==> src/rtl/seg_display_scan.sv <==
// Classifier result display: decodes accepted segment codes into a four-deep history
// and time-multiplexes that history onto a common-anode display with anti-ghosting blanking.
module seg_display_scan #(
    parameter int CLK_DIV    = 50000,
    parameter int NUM_DIGITS = 4
) (
    input  logic       clk,
    input  logic       rst,
    input  logic [7:0] seg_in,
    input  logic       seg_valid,
    input  logic       clear,
    output logic [7:0] seg_out,
    output logic [3:0] an_out,
    output logic [3:0] digit_idx,
    output logic       err,
    output logic [7:0] result_cnt
);

    localparam int DIV_W = (CLK_DIV > 2) ? $clog2(CLK_DIV) : 2;
    localparam int PTR_W = (NUM_DIGITS > 1) ? $clog2(NUM_DIGITS) : 1;
    localparam logic [DIV_W-1:0] DIV_LAST = DIV_W'(CLK_DIV - 1);
    localparam logic [PTR_W-1:0] PTR_LAST = PTR_W'(NUM_DIGITS - 1);

    // Returns {valid, class}; unrecognised codes come back as {0, 4'hF}.
    function automatic logic [4:0] decode_seg(input logic [7:0] code);
        case (code)
            8'hC0:   decode_seg = {1'b1, 4'd0};
            8'hF9:   decode_seg = {1'b1, 4'd1};
            8'hA4:   decode_seg = {1'b1, 4'd2};
            8'hB0:   decode_seg = {1'b1, 4'd3};
            8'h99:   decode_seg = {1'b1, 4'd4};
            8'h92:   decode_seg = {1'b1, 4'd5};
            8'h82:   decode_seg = {1'b1, 4'd6};
            8'hF8:   decode_seg = {1'b1, 4'd7};
            8'h80:   decode_seg = {1'b1, 4'd8};
            8'h90:   decode_seg = {1'b1, 4'd9};
            default: decode_seg = {1'b0, 4'hF};
        endcase
    endfunction

    logic [DIV_W-1:0]                div_q, div_d;
    logic [PTR_W-1:0]                ptr_q, ptr_d;
    logic [NUM_DIGITS-1:0][7:0]      hist_q, hist_d;
    logic [3:0]                      digit_idx_q, digit_idx_d;
    logic [7:0]                      result_cnt_q, result_cnt_d;
    logic                            err_q, err_d;
    logic [7:0]                      seg_out_q, seg_out_d;
    logic [3:0]                      an_out_q, an_out_d;
    logic [4:0]                      dec_s;

    // Scan timing and registered display drive, derived from the current scan state.
    always_comb begin
        div_d     = div_q;
        ptr_d     = ptr_q;
        seg_out_d = 8'hFF;
        an_out_d  = 4'hF;
        if (div_q == DIV_LAST) begin
            div_d = '0;
            if (ptr_q == PTR_LAST) begin
                ptr_d = '0;
            end else begin
                ptr_d = ptr_q + 1'b1;
            end
        end else begin
            div_d = div_q + 1'b1;
        end
        // The first two cycles of each slot are dead time so the previous digit fully turns off.
        if (div_q <= DIV_W'(1)) begin
            seg_out_d = 8'hFF;
            an_out_d  = 4'hF;
        end else begin
            seg_out_d = hist_q[ptr_q];
            an_out_d  = ~(4'b0001 << ptr_q);
        end
    end

    // Result acceptance: clear beats a strobe, invalid codes only raise err.
    always_comb begin
        hist_d       = hist_q;
        digit_idx_d  = digit_idx_q;
        result_cnt_d = result_cnt_q;
        err_d        = 1'b0;
        dec_s        = decode_seg(seg_in);
        if (clear) begin
            hist_d       = {NUM_DIGITS{8'hFF}};
            digit_idx_d  = 4'hF;
            result_cnt_d = 8'd0;
        end else if (seg_valid) begin
            if (dec_s[4]) begin
                hist_d      = {hist_q[NUM_DIGITS-2:0], seg_in};
                digit_idx_d = dec_s[3:0];
                if (result_cnt_q == 8'hFF) begin
                    result_cnt_d = result_cnt_q;
                end else begin
                    result_cnt_d = result_cnt_q + 8'd1;
                end
            end else begin
                err_d = 1'b1;
            end
        end else begin
            err_d = 1'b0;
        end
    end

    // State register with synchronous reset.
    always_ff @(posedge clk) begin
        if (rst) begin
            div_q        <= '0;
            ptr_q        <= '0;
            hist_q       <= {NUM_DIGITS{8'hFF}};
            digit_idx_q  <= 4'hF;
            result_cnt_q <= 8'd0;
            err_q        <= 1'b0;
            seg_out_q    <= 8'hFF;
            an_out_q     <= 4'hF;
        end else begin
            div_q        <= div_d;
            ptr_q        <= ptr_d;
            hist_q       <= hist_d;
            digit_idx_q  <= digit_idx_d;
            result_cnt_q <= result_cnt_d;
            err_q        <= err_d;
            seg_out_q    <= seg_out_d;
            an_out_q     <= an_out_d;
        end
    end

    assign seg_out    = seg_out_q;
    assign an_out     = an_out_q;
    assign digit_idx  = digit_idx_q;
    assign err        = err_q;
    assign result_cnt = result_cnt_q;

endmodule

==> config.mk <==
export PLATFORM = sky130hd
export DESIGN_NAME = seg_display_scan
export DESIGN_NICKNAME = d
export VERILOG_FILES = /design/src/rtl/seg_display_scan.sv
export SDC_FILE = /design/constraint.sdc
export NUM_CORES = 1
export LEC_CHECK = 0
export CAP_MARGIN = 20
export CORE_ASPECT_RATIO = 1.1
export CORE_UTILIZATION = 32
export DETAILED_ROUTE_END_ITERATION = 7
export GPL_ROUTABILITY_DRIVEN = 0
export RECOVER_POWER = 50
export SLEW_MARGIN = 15
export SYNTH_ARGS = -nofsm -noshare
export SYNTH_HDL_FRONTEND = slang
export SYNTH_SLANG_ARGS = --single-unit
==> constraint.sdc <==
create_clock -name clk -period 4.5 [get_ports clk]
set_clock_uncertainty 0.15 [all_clocks]
set_input_delay 0.9 -clock clk [delete_from_list [all_inputs] [get_ports clk]]
set_output_delay 0.9 -clock clk [all_outputs]
set_load 0.05 [all_outputs]
==> summary by stage, run 1 <==
Clocking
The number of hold buffers added after CTS is 0. In this run, post-CTS repair resized a total of 0 instances. Clock latency on the worst-skew pair, taken at its later pin, is 0.34 ns. The H-tree generated during clock tree synthesis spans 3 levels. The total clock sinks is 75. After clock tree synthesis, the clock-pin slew on the worst setup and hold paths is 0.08 ns.

The total clock buffers created by CTS is 9. The clock root buffer master is sky130_fd_sc_hd__clkbuf_8. The clock tree from TritonCTS is yes. Post-CTS timing repair inserted 0 buffers for setup. The clock passes through at most 2 buffers.

Critical path
The number of cell instances on the worst register-to-register path is 6. In this run the register-to-register setup slack is 2.38 ns. For the worst setup path, the data arrival time is 3.14 ns.

The critical path ends at result_cnt[4]. The cell with the largest stage delay on the worst path is sky130_fd_sc_hd__dlygate4sd3_1. The worst setup path is launched from a primary input.

The maximum fanout along the worst path is 10. The largest incremental delay on the critical path is 0.61 ns. The most critical setup path has its startpoint at seg_in[1].

The kind of end point of the critical path is a flip-flop. The startpoint of the most critical register-to-register path is div_q[0]. For the worst setup path, the data required time is 4.63 ns. The classification of the worst setup path is in -> reg. The terminus of the critical flop-to-flop path is seg_out[0]. Traced cell by cell, the critical path runs through dlygate4sd3_1 -> nor4b_1 -> a21o_2 -> o21ai_2 -> or4_1 -> a21oi_1.

Logic synthesis
The compound-gate portion of the synthesized area is 0.0824. Ranked by total cell area, the synthesized netlist is headed by sky130_fd_sc_hd__dfxtp_1 (47%), sky130_fd_sc_hd__nand2_1 (9.5%), sky130_fd_sc_hd__nand3_1 (6.3%). Summed over all instances, the cell type with the most area after synthesis is sky130_fd_sc_hd__dfxtp_1. The dominant synthesized flop cell is sky130_fd_sc_hd__dfxtp_1. The mux cell area share after synthesis is 0.0629.

The area of the mapped netlist is 3200 sq um. Of the total synthesized cell area, the portion taken by XOR and XNOR cells is 0.0383. The average instance in the mapped netlist occupies 8.82 sq um.

The share of the Yosys chip area taken by registers is 0.469. The dominant combinational cell family by area after synthesis is simple AND/OR/NAND/NOR gates. The number of nets produced by synthesis is 383.

The simple logic cell fraction of the synthesized area is 0.283. The share of synthesized area in the top cell type comes to 0.469. In this run, synthesis inferred 0 flip-flops with an integrated enable. The synthesized design contains 75 register bits. The async set-reset flop share out of synthesis is 0. Synthesis handed over a netlist of 363 instances.

Of the total synthesized cell area, the portion taken by full adders, half adders and majority gates is 0.0313. The count of different cell masters after synthesis is 46. The synthesis warning total is 0.

Power
VDD sags by at most 0.000198 V. For this design the static power due to leakage is 1.43 nW. The power per cell area is 327 nW/um^2. The total power is 1.26 mW.

Global routing
The met1 routing resource usage after global routing is 0.175. met2 is the most crowded layer. The global-route met2 utilization is 0.207. The global-route wire length before repair is 11.2 mm. The fraction of met3 tracks used by global routing is 0.0248. The number of global-route vias before repair is 2433. For this run, the total global-route usage over all layers was measured as 0.134. The largest net degree at the start of global routing is 38.

After global routing the overflow that remains totals 0. The initial antenna violation count is 0.

STA
The post-route setup TNS is 0 ns. Setup repair after global routing left no endpoint under its margin. At the pin with the least slew margin, the transition time is 1.07 ns. The final number of hold-violating endpoints is 0. The tightest slew margin relative to the limit is 0.283. Dividing the final minimum period by the clock period gives 0.669.

The number of pins with negative max-slew slack in the final report is 0. The final setup violation count is 0. Timing would allow up to 0.332 GHz. The minimum period implied by the final worst setup slack is 3.01 ns. The tightest hold margin is 0.315 ns.

Placement
The port buffer count is 36. The cell area after placement is 3660 sq um. The HPWL reported at the end of detailed placement is 4.47 mm.

Routing
The number of optimization iterations in the first detailed-route pass is 4. After detailed routing, the number of remaining DRC violations is 0. The number of routed nets with antenna violations is 0.

The DRC marker count from the first detailed-route iteration is 129. The post-detailed-route wirelength per cell is 12.7 microns. The routed layout has 2588 vias. The mean number of vias per cell is 5.00. The total routed wirelength is 6.59 mm.

Floorplan
Row generation in the floorplan step produced 37 rows. From bottom edge to top edge, the die measures 107 microns. The floorplan step set the die width to 97.4 microns. The die covers 10400 sq um. During I/O placement, the number of pins put on the boundary was 37.

The core region is 9540 sq um. The initial utilization of the core area, before any placement, comes to 0.336.

Min path
The origin of the worst min-delay path is hist_q[28]. The type of the tightest min-delay check is reg -> reg.

Layout
In the final layout, the share of cells above drive strength 1 is 0.0873. From synthesis to final layout, the design area changed by 20.7%. At the end of the flow, the number of nets in the layout was 416. With fillers left out, the area of the finished cells amounts to 3860 sq um.

At the end of the flow the core is filled with cells to 0.405. The number of antenna diodes in the final layout is 0.

Outcome
The run finished with clean final reports.

Flow run
The total of max-cap violations is 0.
critical path, delay by kind of cell:
kind	cells	cell delay (ns)
AND/OR/NAND/NOR	2	1.09
AO/OA/AOI/OAI	3	0.55
buffers and inverters	1	0.61
state kept, by name, summed over array words and instances, names as in the netlist:
register and cells:
an_out 4, digit_idx 4, div_q 16, err 1
hist_q 32, ptr_q 2, result_cnt 8, seg_out 8
report_power, final:
part / internal [mW] / switching, mW
clock network: 0.273 / 0.248
registers: 0.669 / 0.00441
logic: 0.0257 / 0.0431
total: 0.968 / 0.296
layout make-up:
cell class	count	area, sq um
multi-input cells	262	1600
inverters	9	33.8
repair buffers	39	383
flip-flops and latches	75	1500
clock buffers	11	141
well taps	117	146
clock inverters	5	62.6
fillers	953	5670
synthesized netlist by cell type, types with 3 or more instances:
library cell	number
sky130_fd_sc_hd__nand2b_1	11
sky130_fd_sc_hd__nand4_1	5
sky130_fd_sc_hd__or3_1	5
sky130_fd_sc_hd__xnor2_1	6
sky130_fd_sc_hd__clkbuf_1	12
sky130_fd_sc_hd__dfxtp_1	75
sky130_fd_sc_hd__nor4_1	4
sky130_fd_sc_hd__nor3_1	4
sky130_fd_sc_hd__xor2_1	8
sky130_fd_sc_hd__a221o_1	3
sky130_fd_sc_hd__mux4_2	8
sky130_fd_sc_hd__o21ai_0	6
sky130_fd_sc_hd__nor2_1	31
sky130_fd_sc_hd__a21oi_1	8
sky130_fd_sc_hd__ha_1	8
sky130_fd_sc_hd__nand3_1	40
sky130_fd_sc_hd__nand2_1	81
sky130_fd_sc_hd__o211ai_1	3
sky130_fd_sc_hd__inv_1	9
cells by family (layout without fill, tap and decap cells):
logic type / Yosys count / in the layout
and+or+nand+nor: 194 / 194
adders and majority gates: 8 / 8
DFF: 75 / 75
xor gates and xnor gates: 14 / 14
muxes: 10 / 10
AOI/OAI and AO/OA: 36 / 36
buffers and inverters: 26 / 64
worst min-delay path by stage:
stage                            end  slack (ns)  cells after the start
final                     hist_q[28]        0.31                      2
after global routing      hist_q[24]        0.34                      2
after CTS                 hist_q[28]        0.32                      2
after detailed placement  hist_q[28]        0.30                      2
after global placement    hist_q[25]        0.30                      2
after floorplan            hist_q[7]        0.28                      1
metal layers:
| layer | wire, microns | share of wire | vias up |
|---|---|---|---|
| li1 | - | - | 1321 |
| met3 | 228 | 0.035 | 14 |
| met5 | 0 | 0 | - |
| met1 | 3300 | 0.50 | 1203 |
| met2 | 2910 | 0.44 | 50 |
| met4 | 144 | 0.022 | 0 |
cells in the final DEF, fill, tap and decap left out, drive strengths merged, types with 6 or more instances in the layout:
master,synthesis,routed
nor2,31,31
dlygate4sd3,0,20
dfxtp,75,75
a21oi,8,8
ha,8,8
inv,9,9
xnor2,6,6
o21ai,7,7
clkdlybuf4s50,0,16
nand2,81,81
mux4,8,8
clkbuf,12,11
nand2b,11,11
nand3,40,40
xor2,8,8
through the flow:
step	instances	setup WS, ns
2_1_floorplan	363	1.95
3_3_place_gp	502	1.26
3_5_place_dp	502	1.19
4_1_cts	518	1.55
5_1_grt	518	1.32
6_report	518	1.49
Note: power is estimated with default switching activity, not from simulation.
==> run 2, diff against run 1 <==
- clock period: 4.5 -> 2.66 ns (I/O delays scaled with it)
==> summary by stage, run 2 (synthesis results as in run 1) <==
Global routing
The global-route wire length before repair is 11.3 mm (was 11.2 mm). The overall track demand over capacity in global routing is 0.133 (was 0.134). The total grt overflow is 0 (unchanged). The initial antenna violation count was 0 (unchanged). The largest net degree at the start of global routing is 26 (was 38). The number of global-route vias before repair came to 2430 (was 2433).

Critical path
The internal reg-to-reg setup slack is 0.64 ns (was 2.38 ns). Cell-by-cell trace of the critical path: clkdlybuf4s50_1 -> mux2_1 -> o21ai_0 -> a21o_2 -> o21ai_2 -> or4_1 -> a21oi_1 (was dlygate4sd3_1 -> nor4b_1 -> a21o_2 -> o21ai_2 -> or4_1 -> a21oi_1). The number of cell instances on the worst register-to-register path is 6 (unchanged).

The largest incremental delay on the critical path is 0.52 ns (was 0.61 ns). The top cell family by delay on the critical path was compound AO/OA/AOI/OAI gates (was simple AND/OR/NAND/NOR gates). The startpoint of the most critical register-to-register path was div_q[0] (unchanged). The kind of end point of the critical path was a flip-flop (unchanged). The critical path launch point type is a primary input (unchanged). The critical path required time is 2.78 ns (was 4.63 ns). The maximum fanout along the worst path is 7 (was 10). The classification of the worst setup path is in -> reg (unchanged).

The terminus of the critical flop-to-flop path was div_q[7] (was seg_out[0]). The cell with the largest stage delay on the worst path is sky130_fd_sc_hd__clkdlybuf4s50_1 (was sky130_fd_sc_hd__dlygate4sd3_1). The data arrival time of the worst path is 2.57 ns (was 3.14 ns). The buffering stage count on the worst path with inverters included is 1 (unchanged).

Min path
The type of the tightest min-delay check is reg -> reg (unchanged). The number of cells on the worst hold path was 2 (unchanged). The endpoint with the worst hold slack is hist_q[28] (unchanged).

The origin of the worst min-delay path is hist_q[28] (unchanged).

STA
The tightest slew margin relative to the limit was 0.512 (was 0.283). The tightest hold margin came to 0.317 ns (was 0.315 ns). RSZ-0062 raised after global routing: no (unchanged).

The number of pins with negative max-slew slack in the final report is 0 (unchanged). The final setup violation count came to 0 (unchanged). The minimum period implied by the final worst setup slack is 2.45 ns.

Dividing the final minimum period by the clock period gives 0.920. The slew at the pin closest to its max-slew limit came to 0.731 ns (was 1.07 ns). The final number of hold-violating endpoints is 0 (unchanged). Derived from the worst setup path, the maximum achievable clock frequency is 0.408 GHz.

Routing
The total routed wirelength is 6.47 mm (was 6.59 mm). The post-detailed-route wirelength per cell is 12.1 microns (was 12.7 microns). The DRC marker count from the first detailed-route iteration is 99 (was 129). The total DRC errors in the routed layout came to 0 (unchanged). The number of routed nets with antenna violations is 0 (unchanged).

The total via count after detailed routing is 2624 (was 2588). The number of optimization iterations in the first detailed-route pass is 4 (unchanged). The mean number of vias per cell is 4.92 (was 5.00).

Power
The largest vdd supply drop was 0.000339 V (was 0.000198 V). The total power came to 2.21 mW (was 1.26 mW). The power per cell area is 554 nW/um^2 (was 327 nW/um^2). The leakage power total is 1.53 nW (was 1.43 nW).

Clocking
The clock transition time at the flip-flop clock pins of the worst setup and hold paths is 0.08 ns (about the same). The maximum level of the CTS H-tree was 3 (unchanged). The later-pin clock latency in the skew report came to 0.34 ns (about the same). The post-CTS setup repair buffer count is 0 (unchanged). The total clock sinks is 75 (unchanged). The quantity of gates resized following cts came to 0 (unchanged). The clock tree from TritonCTS was yes (unchanged). The total clock buffers created by CTS came to 9 (unchanged). The clock tree buffer depth is 2 (unchanged). The clock root buffer master is sky130_fd_sc_hd__clkbuf_8 (unchanged).

The number of hold buffers added after CTS is 0 (unchanged).

Layout
Largest registers in the final layout: hist_q (32), div_q (16) (unchanged). The number of nets in the finished design is 432 (was 416). The growth of design area from synthesis to finish is 24.5% (was 20.7%). Most frequent cells in the layout: sky130_fd_sc_hd__nand2_1 (81), sky130_fd_sc_hd__dfxtp_1 (75), sky130_fd_sc_hd__nand3_1 (40) (unchanged). The register with the highest flop count is hist_q (unchanged). The count of filler cells inserted in the layout is 958 (was 953).

The leading cell type in the layout, fill and taps excluded is sky130_fd_sc_hd__nand2_1 (unchanged). The antenna diode instance count came to 0 (unchanged). The number of flip-flops in the largest register is 32 (unchanged).

The ratio of cells with drive above 1 in the final layout is 0.118 (was 0.0873).

Floorplan
The number of placement rows is 37 (unchanged). The effective utilization at floorplan is 0.336 (unchanged). The floorplan core area was 9540 sq um (unchanged).

The x dimension of the die was 97.4 microns (unchanged). The boundary pin count is 37 (unchanged). The area of the die was 10400 sq um (unchanged).

The height of the die came to 107 microns (unchanged).

Flow run
The total of max-cap violations is 0 (unchanged).

Placement
The port buffer count is 36 (unchanged). The HPWL reported at the end of detailed placement came to 4.62 mm (was 4.47 mm).

Outcome
Status: completed (unchanged).
==> run 2: area by class of cell <==
class,count,area (sq um),share of cell area
multi-input cells,262,1590,0.399
repair buffers,55,499,0.125
flip-flops and latches,75,1500,0.377
clock inverters,5,77.6,0.0195
inverters,9,33.8,0.00847
well taps,117,146,0.0367
clock buffers,10,138,0.0345
==> run 2: how the worst max path moves through the flow <==
| stage | startpoint | end | slack, ns | cells past startpoint |
|---|---|---|---|---|
| global placement | seg_in[4] | result_cnt[4] | -0.10 | 7 |
| finish | seg_in[5] | result_cnt[4] | 0.21 | 7 |
| CTS | seg_in[4] | result_cnt[4] | 0.25 | 7 |
| global route | seg_in[5] | result_cnt[4] | 0.05 | 7 |
| detailed placement | seg_in[4] | result_cnt[4] | -0.10 | 7 |
| floorplan | seg_in[4] | result_cnt[4] | 0.48 | 7 |
==> run 2: report_power, final <==
group	switching, mW	internal (mW)	leakage (nW)
Combinational	0.0745	0.0536	0.815
Sequential	0.00683	1.13	0.607
Clock	0.395	0.545	0.108
==> run 2: worst register-to-register path: stages (launching register included) <==
cell                       delay [ns]
sky130_fd_sc_hd__dfxtp_1         0.39
sky130_fd_sc_hd__ha_1            0.23
sky130_fd_sc_hd__nand3_1         0.15
sky130_fd_sc_hd__nor3_1          0.21
sky130_fd_sc_hd__nand3_1         0.19
sky130_fd_sc_hd__nand2b_1        0.48
sky130_fd_sc_hd__nor2_1          0.10
==> run 2: layer usage <==
layer  wire, microns  vias to the layer above  GRT usage
li1                -                     1346          -
met1            3150                     1208      0.177
met2            2920                       60      0.208
met3             310                       10     0.0346
met4              91                        0     0.0494
met5               0                        -          0
==> run 2: metrics by stage <==
step	util	setup WS [ns]	instances	area (sq um)	TNS (ns)
floorplan	-	0.483	363	3200	0
global placement	0.396	-0.101	518	3780	-0.284
detailed placement	0.396	-0.103	518	3780	-0.735
CTS	0.419	0.246	533	4000	0
global route	0.418	0.0488	533	3990	0
finish	0.418	0.212	533	3990	0
